[src/rtl/id_fwd_scoreboard.sv]
// id_fwd_scoreboard
//
// Decode-stage operand forwarding and hazard unit used to resolve branches
// and jump-register instructions in ID. A shift-register scoreboard records
// the in-flight register writes, one entry per downstream pipeline register
// (position 0 = ID/EX, 1 = EX/MEM, 2 = MEM/WB, ...). For every source operand
// read by the ID instruction the unit selects where the value comes from, or
// requests a stall when the youngest producer has not yet produced it.
//
// Ports
//   clk, rst      clock; synchronous active-high reset
//   id_valid      ID holds a valid instruction
//   id_src_addr   NSRC packed source register addresses (source i at i*REGW)
//   id_src_used   per-source "operand is read in ID" flags
//   id_wr, id_rd  ID instruction writes register id_rd
//   id_lat        first pipeline-register position holding the result
//   hold          downstream freeze: scoreboard does not shift
//   flush         kill the ID instruction (never inserted, never stalls)
//   fwd_sel       per source: 0 = register file, p = pipeline register p
//   stall         hold PC/IF/ID and insert a bubble
//   stall_run     consecutive stall cycles, saturating
//   stall_total   total stall cycles not masked by hold, wrapping
module id_fwd_scoreboard #(
  parameter int NSRC  = 2,
  parameter int REGW  = 5,
  parameter int DEPTH = 3,
  parameter int SELW  = $clog2(DEPTH + 1),
  parameter int CW    = 8
) (
  input  logic                   clk,
  input  logic                   rst,
  input  logic                   id_valid,
  input  logic [NSRC*REGW-1:0]   id_src_addr,
  input  logic [NSRC-1:0]        id_src_used,
  input  logic                   id_wr,
  input  logic [REGW-1:0]        id_rd,
  input  logic [SELW-1:0]        id_lat,
  input  logic                   hold,
  input  logic                   flush,
  output logic [NSRC*SELW-1:0]   fwd_sel,
  output logic                   stall,
  output logic [CW-1:0]          stall_run,
  output logic [31:0]            stall_total
);

  typedef struct packed {
    logic            v;
    logic [REGW-1:0] rd;
    logic [SELW-1:0] lat;
  } entry_t;

  localparam logic [SELW-1:0] MaxLat = SELW'(DEPTH - 1);
  localparam logic [CW-1:0]   RunMax = {CW{1'b1}};

  entry_t          sbQ [DEPTH];
  logic [NSRC-1:0] hazard;
  logic [REGW-1:0] srcAddr;
  logic            matchFound;
  logic [SELW-1:0] matchPos;
  logic [SELW-1:0] matchLat;
  logic [SELW-1:0] latClamped;
  logic            insertEn;

  // Per-source lookup. Scanning from the oldest position down to 0 lets the
  // youngest match overwrite older ones, so an older forwardable copy never
  // hides a younger producer that is still in flight.
  always_comb begin
    fwd_sel    = '0;
    hazard     = '0;
    srcAddr    = '0;
    matchFound = 1'b0;
    matchPos   = '0;
    matchLat   = '0;
    for (int i = 0; i < NSRC; i++) begin
      srcAddr    = id_src_addr[i*REGW +: REGW];
      matchFound = 1'b0;
      matchPos   = '0;
      matchLat   = '0;
      for (int p = DEPTH - 1; p >= 0; p--) begin
        if (sbQ[p].v && (sbQ[p].rd == srcAddr)) begin
          matchFound = 1'b1;
          matchPos   = SELW'(p);
          matchLat   = sbQ[p].lat;
        end
      end
      // Register 0 is hard-wired, so it never forwards and never stalls.
      if (id_src_used[i] && (srcAddr != '0) && matchFound) begin
        if (matchPos >= matchLat) begin
          fwd_sel[i*SELW +: SELW] = matchPos;
        end else begin
          hazard[i] = 1'b1;
        end
      end
    end
  end

  // Deliberately not gated by hold: a frozen pipeline still must not let a
  // hazarded branch resolve.
  assign stall = id_valid & ~flush & (|hazard);

  // A latency of 0 would let position 0 forward a value that does not exist
  // yet, and anything beyond the last position could never be forwarded.
  always_comb begin
    if (id_lat == '0) begin
      latClamped = SELW'(1);
    end else if (id_lat > MaxLat) begin
      latClamped = MaxLat;
    end else begin
      latClamped = id_lat;
    end
  end

  assign insertEn = id_valid & id_wr & (id_rd != '0) & ~stall & ~flush;

  always_ff @(posedge clk) begin
    if (rst) begin
      for (int p = 0; p < DEPTH; p++) begin
        sbQ[p] <= '0;
      end
      stall_run   <= '0;
      stall_total <= '0;
    end else begin
      if (!hold) begin
        // The oldest entry falls off the end: its value is in the register
        // file from this edge on.
        for (int p = 1; p < DEPTH; p++) begin
          sbQ[p] <= sbQ[p-1];
        end
        if (insertEn) begin
          sbQ[0] <= '{v: 1'b1, rd: id_rd, lat: latClamped};
        end else begin
          sbQ[0] <= '0;
        end
      end
      if (stall) begin
        stall_run <= (stall_run == RunMax) ? stall_run : stall_run + 1'b1;
      end else begin
        stall_run <= '0;
      end
      stall_total <= stall_total + {31'b0, stall & ~hold};
    end
  end

endmodule

[config.mk]
export PLATFORM = sky130hd
export DESIGN_NAME = id_fwd_scoreboard
export DESIGN_NICKNAME = d
export VERILOG_FILES = /design/src/rtl/id_fwd_scoreboard.sv
export SDC_FILE = /design/constraint.sdc
export NUM_CORES = 1
export LEC_CHECK = 0
export ABC_AREA = 1
export BUFFER_PORTS_ARGS = -buffer_cell sky130_fd_sc_hd__buf_4
export CAP_MARGIN = 25
export CORE_ASPECT_RATIO = 1.4
export CORE_MARGIN = 1
export CORE_UTILIZATION = 30
export CTS_BUF_LIST = sky130_fd_sc_hd__clkbuf_16
export CTS_CLUSTER_DIAMETER = 100
export CTS_CLUSTER_SIZE = 25
export DETAILED_ROUTE_END_ITERATION = 8
export GPL_TIMING_DRIVEN = 1
export PLACE_DENSITY_LB_ADDON = 0.3
export SLEW_MARGIN = 5
export SYNTH_ARGS = -nofsm -noshare
export SYNTH_HDL_FRONTEND = slang
export SYNTH_SLANG_ARGS = --single-unit
[constraint.sdc]
create_clock -name clk -period 3.41 [get_ports clk]
set_input_delay 0.1705 -clock clk [delete_from_list [all_inputs] [get_ports clk]]
set_output_delay 0.1705 -clock clk [all_outputs]
set_load 0.02 [all_outputs]
* Word level (Yosys, flattened, before mapping)
Memory sizes are Yosys's and may differ from the RTL's.
Index checks and enable logic that the tools add are counted.
** Operators by class
- Muxes and demuxes :: 45
- $add $sub $neg :: 2
- Magnitude comparators :: 3
- Reduce and logical (&&, ||, !) cells :: 16
- Eq/ne operators :: 7
- Bitwise gates (word level) :: 14
** Operators with widths (count)
- $mux 2 :: 18
- $add 32x1->32 :: 1
- $mux 8 :: 4
- $eq 5x5->1 :: 6
- $mux 1 :: 23
- $reduce_bool 5->1 :: 3
- $logic_and 1x1->1 :: 10
- $add 8x1->8 const B :: 1
- $eq 8x8->1 const B :: 1
- $and 1x1->1 :: 7
- $ge 2x2->1 :: 2
- $or 1x1->1 :: 4
- $reduce_or 2->1 :: 2
- $not 1->1 :: 3
- $gt 2x2->1 const B :: 1
- $logic_not 2->1 :: 1
** Storage, ports and cells
- Logic and storage cells :: 90
- Input bits :: 25
- RAM bits :: 24
- Output and inout bits :: 45
- Memories kept :: 1
- Flip-flop bits (word level) :: 40
** Memory list
- sbQ :: depth 3, width 8, read ports 3, clocked after memory_dff 0, write ports 3, line 55 : entry_t sbQ [DEPTH];

* Logic depth before layout (Yosys ltp)
Gate-level depths: netlist of run 1.
- Depth in word-level cells :: 19
- Mapped depth :: 32
- Gate-level depth less buffers :: 32

* Least setup slack after synthesis of run 1
Ideal clock, no wire load.
- Kind :: flip-flop to flip-flop
- Start point :: memory sbQ[0][6] (netlist name)
- End point :: register stall_total[30]
- Data arrival time :: 3.447 ns
- Period minus slack after synthesis :: 3.557 ns
- Buffers on the path :: 0
- Cell stages (with the launch flop) :: 28
- Slack :: -0.147 ns
- Setup time :: 0.110 ns
- Data required time :: 3.300 ns
- Path through :: edfxtp_1 inv_1 nand2_1 a21oi_1 nand3_1 inv_1 nor2_1 inv_1 o221ai_1 ha_1 a211oi_1 nand3_1 nand2_1 nand2_1 nor2_1 ha_1 ha_1 nand3_2 nor2_4 nand2_2 nor2_2 nand2_2 nor2_4 nand2_4 nor2_1 nand2_1 nand2_1 nor2_1
** RTL lines
- start: declaration :: line 55
- end signal: assignment :: line 140 : stall_total <= stall_total + {31'b0, stall & ~hold};
- end: declaration :: line 43 : output logic [31:0] stall_total

==> impl_metrics.toml, run 1 <==
[worst_setup_path]
critPathKind = "register to register"
critPathTopFamily = "simple AND/OR/NAND/NOR gates"
cpPeakStageDelay_ns = 0.37
rr_worst_depth = 27
path_depth = 27
timing.rr.end = "stall_total[26]$_SDFF_PP0_"
crit_buf_inv = 4
cp_max_fo = 4
crit_start = "sbQ[0][13]$_SDFFCE_PP0P_"
arrival_ns = 3.95
worstSetupStartpointType = "register"
r2r_slack_ns = -0.31
cp_slowest_cell = "edfxtp_1"
cp-end-kind = "register"
rr_startpoint = "sbQ[0][13]$_SDFFCE_PP0P_"
crit_required_ns = 3.64

[sta]
setup-violations-final = 26
setup_tns_ns = -5.07
timing.fmax_ghz = 0.269
relSlewSlack = 0.648
worst_slew_pin_slew_ns = 0.522
min_period_ns = 3.72
fin_ws_ns = -0.312
fin_crit_sh = 1.09
final-hold-violation-count = 0
grt_setup_unrepaired = "yes"
drv_slew = 0
skew_ns = 0.00741

[global_route]
grt_pass1_vias = 4017
grt_max_degree = 25
antenna_found_initial = 0
grt_usage = 0.191
grt_pass1_wl_um = 18900
overflow = 0

[clock_tree]
cts_buffers = 9
cts_tree = "done"
clk_pin_slew_ns = 0.06
max-clock-path-buffers = 2
root_buffer = "clkbuf_16"
clkSinkCount = 64
htreeDepth = 3
clk_latency_ns = 0.33

[pwr]
p_leak_nw = 2.59
power.density_nw_per_um2 = 341
ir_drop_v = 0.000248

[outcome]
outcome = "complete, but fails checks"
violations = "setup timing"

[route]
routed_wl_um = 12100
viasPerCell = 4.86
dr.pass1.iters = 4
drc = 0
drt_iter0_drc = 155
postRouteAntennaNets = 0
vias = 4154
wl_per_cell_um = 14.2

[logic_synthesis]
synth-async-reset-ratio = 0
ys_seq_area_frac = 0.406
ys_warn_count = 0
ys.flop_type = "dfxtp_1"
syn_area_um2 = 3750
avgSynthCellArea_um2 = 6.90
synth-edff-count = 24
mappedNetlistNets = 575
synth-seq-cells = 64
synth_cell_types = 35
netlist_instances = 543

[job]
maxCapViolations = 0

[floorplanning]
io_pins = 70
start_util = 0.312
die_h_um = 134
rows = 47
die_area_um2 = 12900
fp.dieW_um = 96.5
coreArea_um2 = 12000

[place]
place_hpwl_um = 8620
gp_congestion = 0.957
portBuffers = 68

[hold_path]
holdPathStages = 2
hold-path-endpoint = "sbQ[0][0]$_SDFFCE_PP0P_"
hold_class = "input pin to register"
min_from = "id_lat[1]"

[finish]
finalNetCount = 734
final_util = 0.483
syn_to_final_growth_pct = 54.6
n_fill_cell = 1198
drive_above_1_share = 0.366
antenna_cells = 0
[worst max-delay path by stage]
stage | to | slack [ns]
floorplan | stall_total[30]$_SDFF_PP0_ | -0.05
global placement | stall_total[30]$_SDFF_PP0_ | -0.43
detailed placement | stall_total[30]$_SDFF_PP0_ | -0.50
CTS | stall_total[30]$_SDFF_PP0_ | -0.39
global route | stall_total[26]$_SDFF_PP0_ | -0.56
finish | stall_total[26]$_SDFF_PP0_ | -0.31
[cells in the mapped netlist, types with 3 or more instances]
library cell,number,area (µm²)
a211oi_1,3,22.5
ha_1,7,87.6
inv_1,88,330
dfxtp_1,40,801
nor4_1,6,37.5
or2_0,3,18.8
edfxtp_1,24,721
nor2_1,94,353
or2_2,6,37.5
a21oi_1,24,120
nand3_1,24,120
nand4_1,16,100
nand2_1,135,507
nor2_4,3,33.8
xor2_1,6,52.6
nand2_2,3,18.8
clkbuf_1,4,15.0
nand3_2,3,30.0
o21ai_0,16,80.1
nor3_1,17,85.1
[registers in the layout (all words and copies together) (netlist names)]
| signal | cells |
|---|---|
| sbQ | 24 |
| stall_run | 8 |
| stall_total | 32 |
[routing by layer]
metal,part of all wire,vias to the layer above,wire [µm],track usage
met5,0,-,0,0
met1,0.37,1928,4530,0.210
li1,-,2077,-,-
met4,0.033,0,401,0.0825
met3,0.051,28,611,0.0374
met2,0.54,121,6550,0.346
[worst register-to-register path: cells and delay by family, from the launching register on]
| family | cells | cell delay, ns |
|---|---|---|
| adders and majority gates | 3 | 0.58 |
| and+or+nand+nor | 18 | 1.89 |
| AOI/OAI and AO/OA | 2 | 0.37 |
| buffers and inverters | 4 | 0.39 |
| DFF | 1 | 0.37 |
[layout make-up]
cell class | instances | area, µm² | share of cell area
flip-flops and latches | 64 | 1520 | 0.263
clock buffers | 11 | 275 | 0.0475
well taps | 147 | 184 | 0.0318
repair buffers | 153 | 1220 | 0.211
inverters | 88 | 333 | 0.0575
clock inverters | 5 | 51.3 | 0.00886
multi-input cells | 386 | 2200 | 0.380
[metrics by stage]
step / hold WS [ns] / std cells / power [mW] / setup slack (ns) / area, µm²
6_report: 0.120 / 854 / 1.97 / -0.312 / 5790
2_1_floorplan: 0.249 / 543 / 0.906 / -0.0512 / 3780
3_3_place_gp: 0.462 / 798 / 0.979 / -0.431 / 4790
3_5_place_dp: 0.462 / 798 / 0.981 / -0.502 / 4790
4_1_cts: 0.114 / 846 / 1.98 / -0.395 / 5470
5_1_grt: 0.122 / 854 / 2.05 / -0.563 / 5790
[power breakdown]
group	internal, mW	switching [mW]
registers	0.811	0.0124
logic	0.0708	0.0944
clock network	0.649	0.338
total	1.53	0.445
[what timing repair did]
action                     4_1_cts  5_1_grt
hold buffers                     0        0
pin swaps                       25       46
setup buffers                   33        9
cloned                           0        0
setup endpoints to repair       26       31
gates resized for setup         35       66
[kinds of logic after synthesis]
group,count (synthesis),share of synthesized area
DFF,64,0.406
and+or+nand+nor,322,0.385
adders and majority gates,7,0.0234
xor gates and xnor gates,8,0.0187
buffers and inverters,93,0.0935
AOI/OAI and AO/OA,49,0.0735
[cells in the final DEF (no fill, tap or decap), types with 14 or more instances in the layout]
cell type / instances
inv_1: 77
nor3_1: 14
nand4_1: 16
a21oi_1: 20
nor2_1: 78
edfxtp_1: 24
nand3_1: 16
buf_4: 137
buf_6: 15
dfxtp_1: 40
nand2_1: 123
Note: power is estimated with default switching activity, not from simulation.
==> inputs of run 2 (changes only) <==
Settings changed: CELL_PAD_IN_SITES_DETAIL_PLACEMENT from default to 1, CELL_PAD_IN_SITES_GLOBAL_PLACEMENT from default to 2, CORE_UTILIZATION 30 to 28.
==> run 2 against run 1 <==
  * The run still ends with setup timing left
  * Routed wire length rose by 14%
  * Design area is 0.89% lower
  * Critical path depth decreased by 2
  * Setup slack got worse by 0.11 ns
  * Worst hold slack improved by 0.0055 ns
  * Critical path type unchanged
  * Critical endpoint is now sbQ[0][5]$_SDFFCE_PP0P_
  * Largest power group is now registers
==> impl_metrics.toml, run 2 (synthesis results as in run 1) <==
[clock_tree]
htreeDepth = 3
cts_buffers = 9
clk_latency_ns = 0.34
root_buffer = "clkbuf_16"
clk_pin_slew_ns = 0.06
max-clock-path-buffers = 2
cts_tree = "done"
clkSinkCount = 64
postCtsHoldBufs = 0

[finish]
largest_register = "stall_total"
mostFrequentLayoutCells = "133 x buf_4, 129 x nand2_1, 84 x inv_1, 76 x nor2_1, 40 x dfxtp_1"
finalNetCount = 733
layout_commonest_cell = "buf_4"
fin_area_um2 = 5740
n_fill_cell = 1630
antenna_cells = 0
top_regs = "stall_total: 32 flops, sbQ: 24 flops, stall_run: 8 flops"
largest_reg_flops = 32
syn_to_final_growth_pct = 53.2
drive_above_1_share = 0.334

[worst_setup_path]
cp-end-kind = "register"
arrival_ns = 3.91
crit_required_ns = 3.48
cp_max_fo = 8
worstSetupStartpointType = "register"
critPathKind = "register to register"

[route]
dr.pass1.iters = 4
routed_wl_um = 13800
drc = 0
postRouteAntennaNets = 0
viasPerCell = 4.71
vias = 4161
drt_iter0_drc = 82
wl_per_cell_um = 15.6

[place]
gp_congestion = 0.825
place_hpwl_um = 10100
placed_area_um2 = 4880
portBuffers = 68
dpl_worst_slack_ns = -0.629

[floorplanning]
fp.dieW_um = 99.8
die_area_um2 = 13900
rows = 49
io_pins = 70
die_h_um = 139
coreArea_um2 = 12900
start_util = 0.290

[sta]
min_period_ns = 3.83
skew_ns = 0.00635
relSlewSlack = 0.609
fin_crit_sh = 1.12
timing.fmax_ghz = 0.261
drv_slew = 0
fin_ws_ns = -0.425
grt_setup_unrepaired = "yes"
final-hold-violation-count = 0
worst_slew_pin_slew_ns = 0.581
setup-violations-final = 37

[job]
maxCapViolations = 0

[global_route]
grt_usage = 0.201
grt_pass1_wl_um = 21400
overflow = 0
grt_pass1_vias = 4313
grt_max_degree = 25
antenna_found_initial = 0

[pwr]
ir_drop_v = 0.000215
power.density_nw_per_um2 = 316
p_leak_nw = 2.60

[hold_path]
hold_class = "input pin to register"

[outcome]
violations = "setup timing"
outcome = "complete, but fails checks"
run 2: cell types whose count changed in the layout (fill, tap and decap cells not counted), sizes merged:
| cell | before | now |
|---|---|---|
| buf | 153 | 152 |
| bufinv | 1 | 0 |
| clkinv | 2 | 3 |
| clkbuf | 11 | 9 |
| clkinvlp | 1 | 0 |
| inv | 89 | 92 |
run 2: per-layer routing:
layer	vias to the layer above	global-route usage	wire (µm)
met5	-	0	0
met4	0	0.0828	374
met3	26	0.0307	372
met2	78	0.391	7840
met1	1997	0.207	5230
li1	2060	-	-
run 2: repair_timing:
item                                    4_1_cts  5_1_grt
pin swaps                                    26       25
gates resized for setup                      49       40
setup buffers                                28        8
endpoints found under the setup margin       28       39
run 2: path summary, 6_finish.rpt:
path	from	end	slack, ns	cells after the start
setup / recovery	sbQ[0][10]$_SDFFCE_PP0P_	sbQ[0][5]$_SDFFCE_PP0P_	-0.42	25
hold reg to reg	stall_total[31]$_SDFF_PP0_	stall_total[31]$_SDFF_PP0_	0.49	2
hold / removal	id_lat[1]	sbQ[0][0]$_SDFFCE_PP0P_	0.13	2
setup reg to reg	sbQ[0][10]$_SDFFCE_PP0P_	sbQ[0][5]$_SDFFCE_PP0P_	-0.42	25
run 2: worst max-delay path: stages, from the launching register on:
cell	delay [ns]
edfxtp_1	0.45
nand2_1	0.11
nand2_1	0.06
nor2_2	0.16
nand3_2	0.13
nand2_1	0.11
inv_1	0.06
nand3_1	0.05
o21ai_0	0.08
a21oi_1	0.13
ha_1	0.26
inv_1	0.08
nor2_1	0.07
a211oi_2	0.20
nand3_1	0.15
buf_4	0.16
buf_4	0.12
buf_4	0.12
buf_4	0.12
buf_4	0.12
buf_4	0.12
buf_4	0.12
buf_4	0.12
buf_4	0.12
nand3_1	0.27
nor2_1	0.10
run 2: stage by stage:
step	hold WS [ns]	total power [mW]	util	TNS (ns)	cells
floorplan	0.249	0.906	-	-0.0667	543
global placement	0.462	0.986	0.375	-7.48	831
detailed placement	0.468	0.994	0.377	-11.17	832
CTS	0.115	1.83	0.427	-7.92	876
global route	0.130	1.88	0.444	-19.44	884
finish	0.126	1.81	0.444	-10.78	884
run 2: final cells by class:
cell class                 instances  area (µm²)  share of cell area
clock inverter                     7        31.3             0.00545
tap                              178         223              0.0388
sequential                        64        1520               0.265
multi-input combinational        386        2180               0.380
clock buffer                       9         225              0.0392
timing repair buffer             152        1230               0.214
inverter                          88         330              0.0575
run 2: power by group:
group	total (mW)	switching (mW)	internal (mW)	leakage [nW]
logic	0.166	0.0982	0.0681	1.87
clock network	0.823	0.344	0.479	0.141
registers	0.824	0.0139	0.810	0.588
==> inputs of run 3 (changes only) <==
Settings changed: CORE_UTILIZATION 28 to 33.
Clock period 3.41 ns to 4.5 ns, I/O delays scaled along.
==> run 3 against run 2 <==
  * The flow now finishes without violations
  * Largest cell class unchanged
  * Sequential share of layout area increased by 4.7 points
  * Flip-flop and latch count unchanged
  * Largest power group is now clock
  * Fmax decreased by 10%
  * First-iteration DRC count increased by 76%
  * Non-clock buffer count decreased by 72
==> impl_metrics.toml, run 3 (synthesis results as in run 1) <==
[finish]
antenna_cells = 0
mostFrequentLayoutCells = "132 x nand2_1, 90 x inv_1, 89 x nor2_1, 79 x buf_4, 40 x dfxtp_1"
largest_reg_flops = 32
layout_commonest_cell = "nand2_1"
n_fill_cell = 1411
final_util = 0.446
finalNetCount = 661
top_regs = "stall_total: 32 flops, sbQ: 24 flops, stall_run: 8 flops"
largest_register = "stall_total"
drive_above_1_share = 0.202
syn_to_final_growth_pct = 30.0

[floorplanning]
coreArea_um2 = 10900
start_util = 0.343
die_area_um2 = 11800
io_pins = 70
fp.dieW_um = 92.1
die_h_um = 128
rows = 45

[hold_path]
hold_class = "input pin to register"
min_from = "id_lat[1]"

[route]
routed_wl_um = 11500
viasPerCell = 4.93
drc = 0
vias = 3823
postRouteAntennaNets = 0
drt_iter0_drc = 144
wl_per_cell_um = 14.8
dr.pass1.iters = 4

[global_route]
grt_pass1_vias = 3685
overflow = 0
antenna_found_initial = 0
grt_usage = 0.197
grt_pass1_wl_um = 17900
grt_max_degree = 25

[clock_tree]
clkSinkCount = 64
cts_tree = "done"
htreeDepth = 3
max-clock-path-buffers = 2
clk_latency_ns = 0.33
clk_pin_slew_ns = 0.05
cts_buffers = 9
root_buffer = "clkbuf_16"

[worst_setup_path]
cpPeakStageDelay_ns = 0.41
crit_buf_inv = 4
crit_required_ns = 4.76
critPathKind = "register to register"
cp_slowest_cell = "edfxtp_1"
rr_startpoint = "sbQ[0][10]$_SDFFCE_PP0P_"
crit_start = "sbQ[0][10]$_SDFFCE_PP0P_"
cp-end-kind = "register"
critPathTopFamily = "simple AND/OR/NAND/NOR gates"
cp_max_fo = 4
arrival_ns = 4.53
worstSetupStartpointType = "register"

[place]
dpl_worst_slack_ns = 0.105
portBuffers = 68
gp_congestion = 0.809
place_hpwl_um = 9040

[sta]
skew_ns = 0.00516
worst_slew_pin_slew_ns = 0.500
setup_tns_ns = 0
fin_ws_ns = 0.235
timing.fmax_ghz = 0.234
whs_ns = 0.182
drv_slew = 0
setup-violations-final = 0
relSlewSlack = 0.663
min_period_ns = 4.27
fin_crit_sh = 0.948
final-hold-violation-count = 0

[outcome]
outcome = "finished clean"

[job]
maxCapViolations = 0

[pwr]
ir_drop_v = 0.000159
p_leak_nw = 2.13
power.density_nw_per_um2 = 285
run 3: worst paths after layout:
check / endpoint / slack [ns] / cells past startpoint
worst min register to register: stall_total[31]$_SDFF_PP0_ / 0.48 / 2
worst max-delay path: stall_total[24]$_SDFF_PP0_ / 0.23 / 26
worst max register to register: stall_total[24]$_SDFF_PP0_ / 0.23 / 26
worst min-delay path: sbQ[0][0]$_SDFFCE_PP0P_ / 0.18 / 2
run 3: per-layer routing:
layer  global-route usage  vias up  routed length, µm  share of wire
met5                    0        -                  0              0
met4               0.0873        0                245          0.021
met3               0.0285       15                339          0.029
met2                0.386       63               6380           0.55
met1                0.204     1832               4540           0.39
li1                     -     1913                  -              -
run 3: final cells by class:
type,instances,area [µm²],share of cell area
clock inverter,7,55.1,0.0113
inverter,88,330,0.0678
timing repair buffer,80,621,0.127
tap,141,176,0.0362
multi-input combinational,386,1940,0.399
sequential,64,1520,0.312
clock buffer,9,225,0.0462
run 3: worst reg2reg max path: stages, from the launching register on:
cell      delay [ns]
edfxtp_1        0.41
buf_4           0.16
nand2_1         0.05
nand2_1         0.05
nor2_2          0.10
nand3_2         0.11
nand2_2         0.10
inv_1           0.06
nand3_1         0.07
o21ai_0         0.08
a21oi_1         0.16
ha_1            0.28
buf_4           0.15
a211oi_2        0.31
nand3_2         0.16
nand2_2         0.12
nand2_2         0.09
nor2_2          0.15
ha_2            0.24
ha_4            0.16
nand3_4         0.10
nor2_4          0.17
buf_4           0.13
nand4_1         0.11
nor2_1          0.36
nand4_1         0.17
a21oi_1         0.17
run 3: stage by stage:
step | total power, mW | instance area [µm²] | std cells
after detailed placement | 0.729 | 4430 | 749
after CTS | 1.40 | 4710 | 765
after global routing | 1.44 | 4870 | 775
final | 1.39 | 4870 | 775
after global placement | 0.726 | 4430 | 749
after floorplan | 0.686 | 3750 | 543
run 3: report_power, final:
group          internal [mW]  switching (mW)  total (mW)
combinational         0.0370          0.0635       0.100
clock                  0.418           0.246       0.664
sequential             0.614         0.00828       0.623
run 3: repair_timing:
item	in CTS	in global routing
hold buffers	0	0
gates resized for setup	0	17
setup endpoints to repair	0	13
buffers inserted	0	9
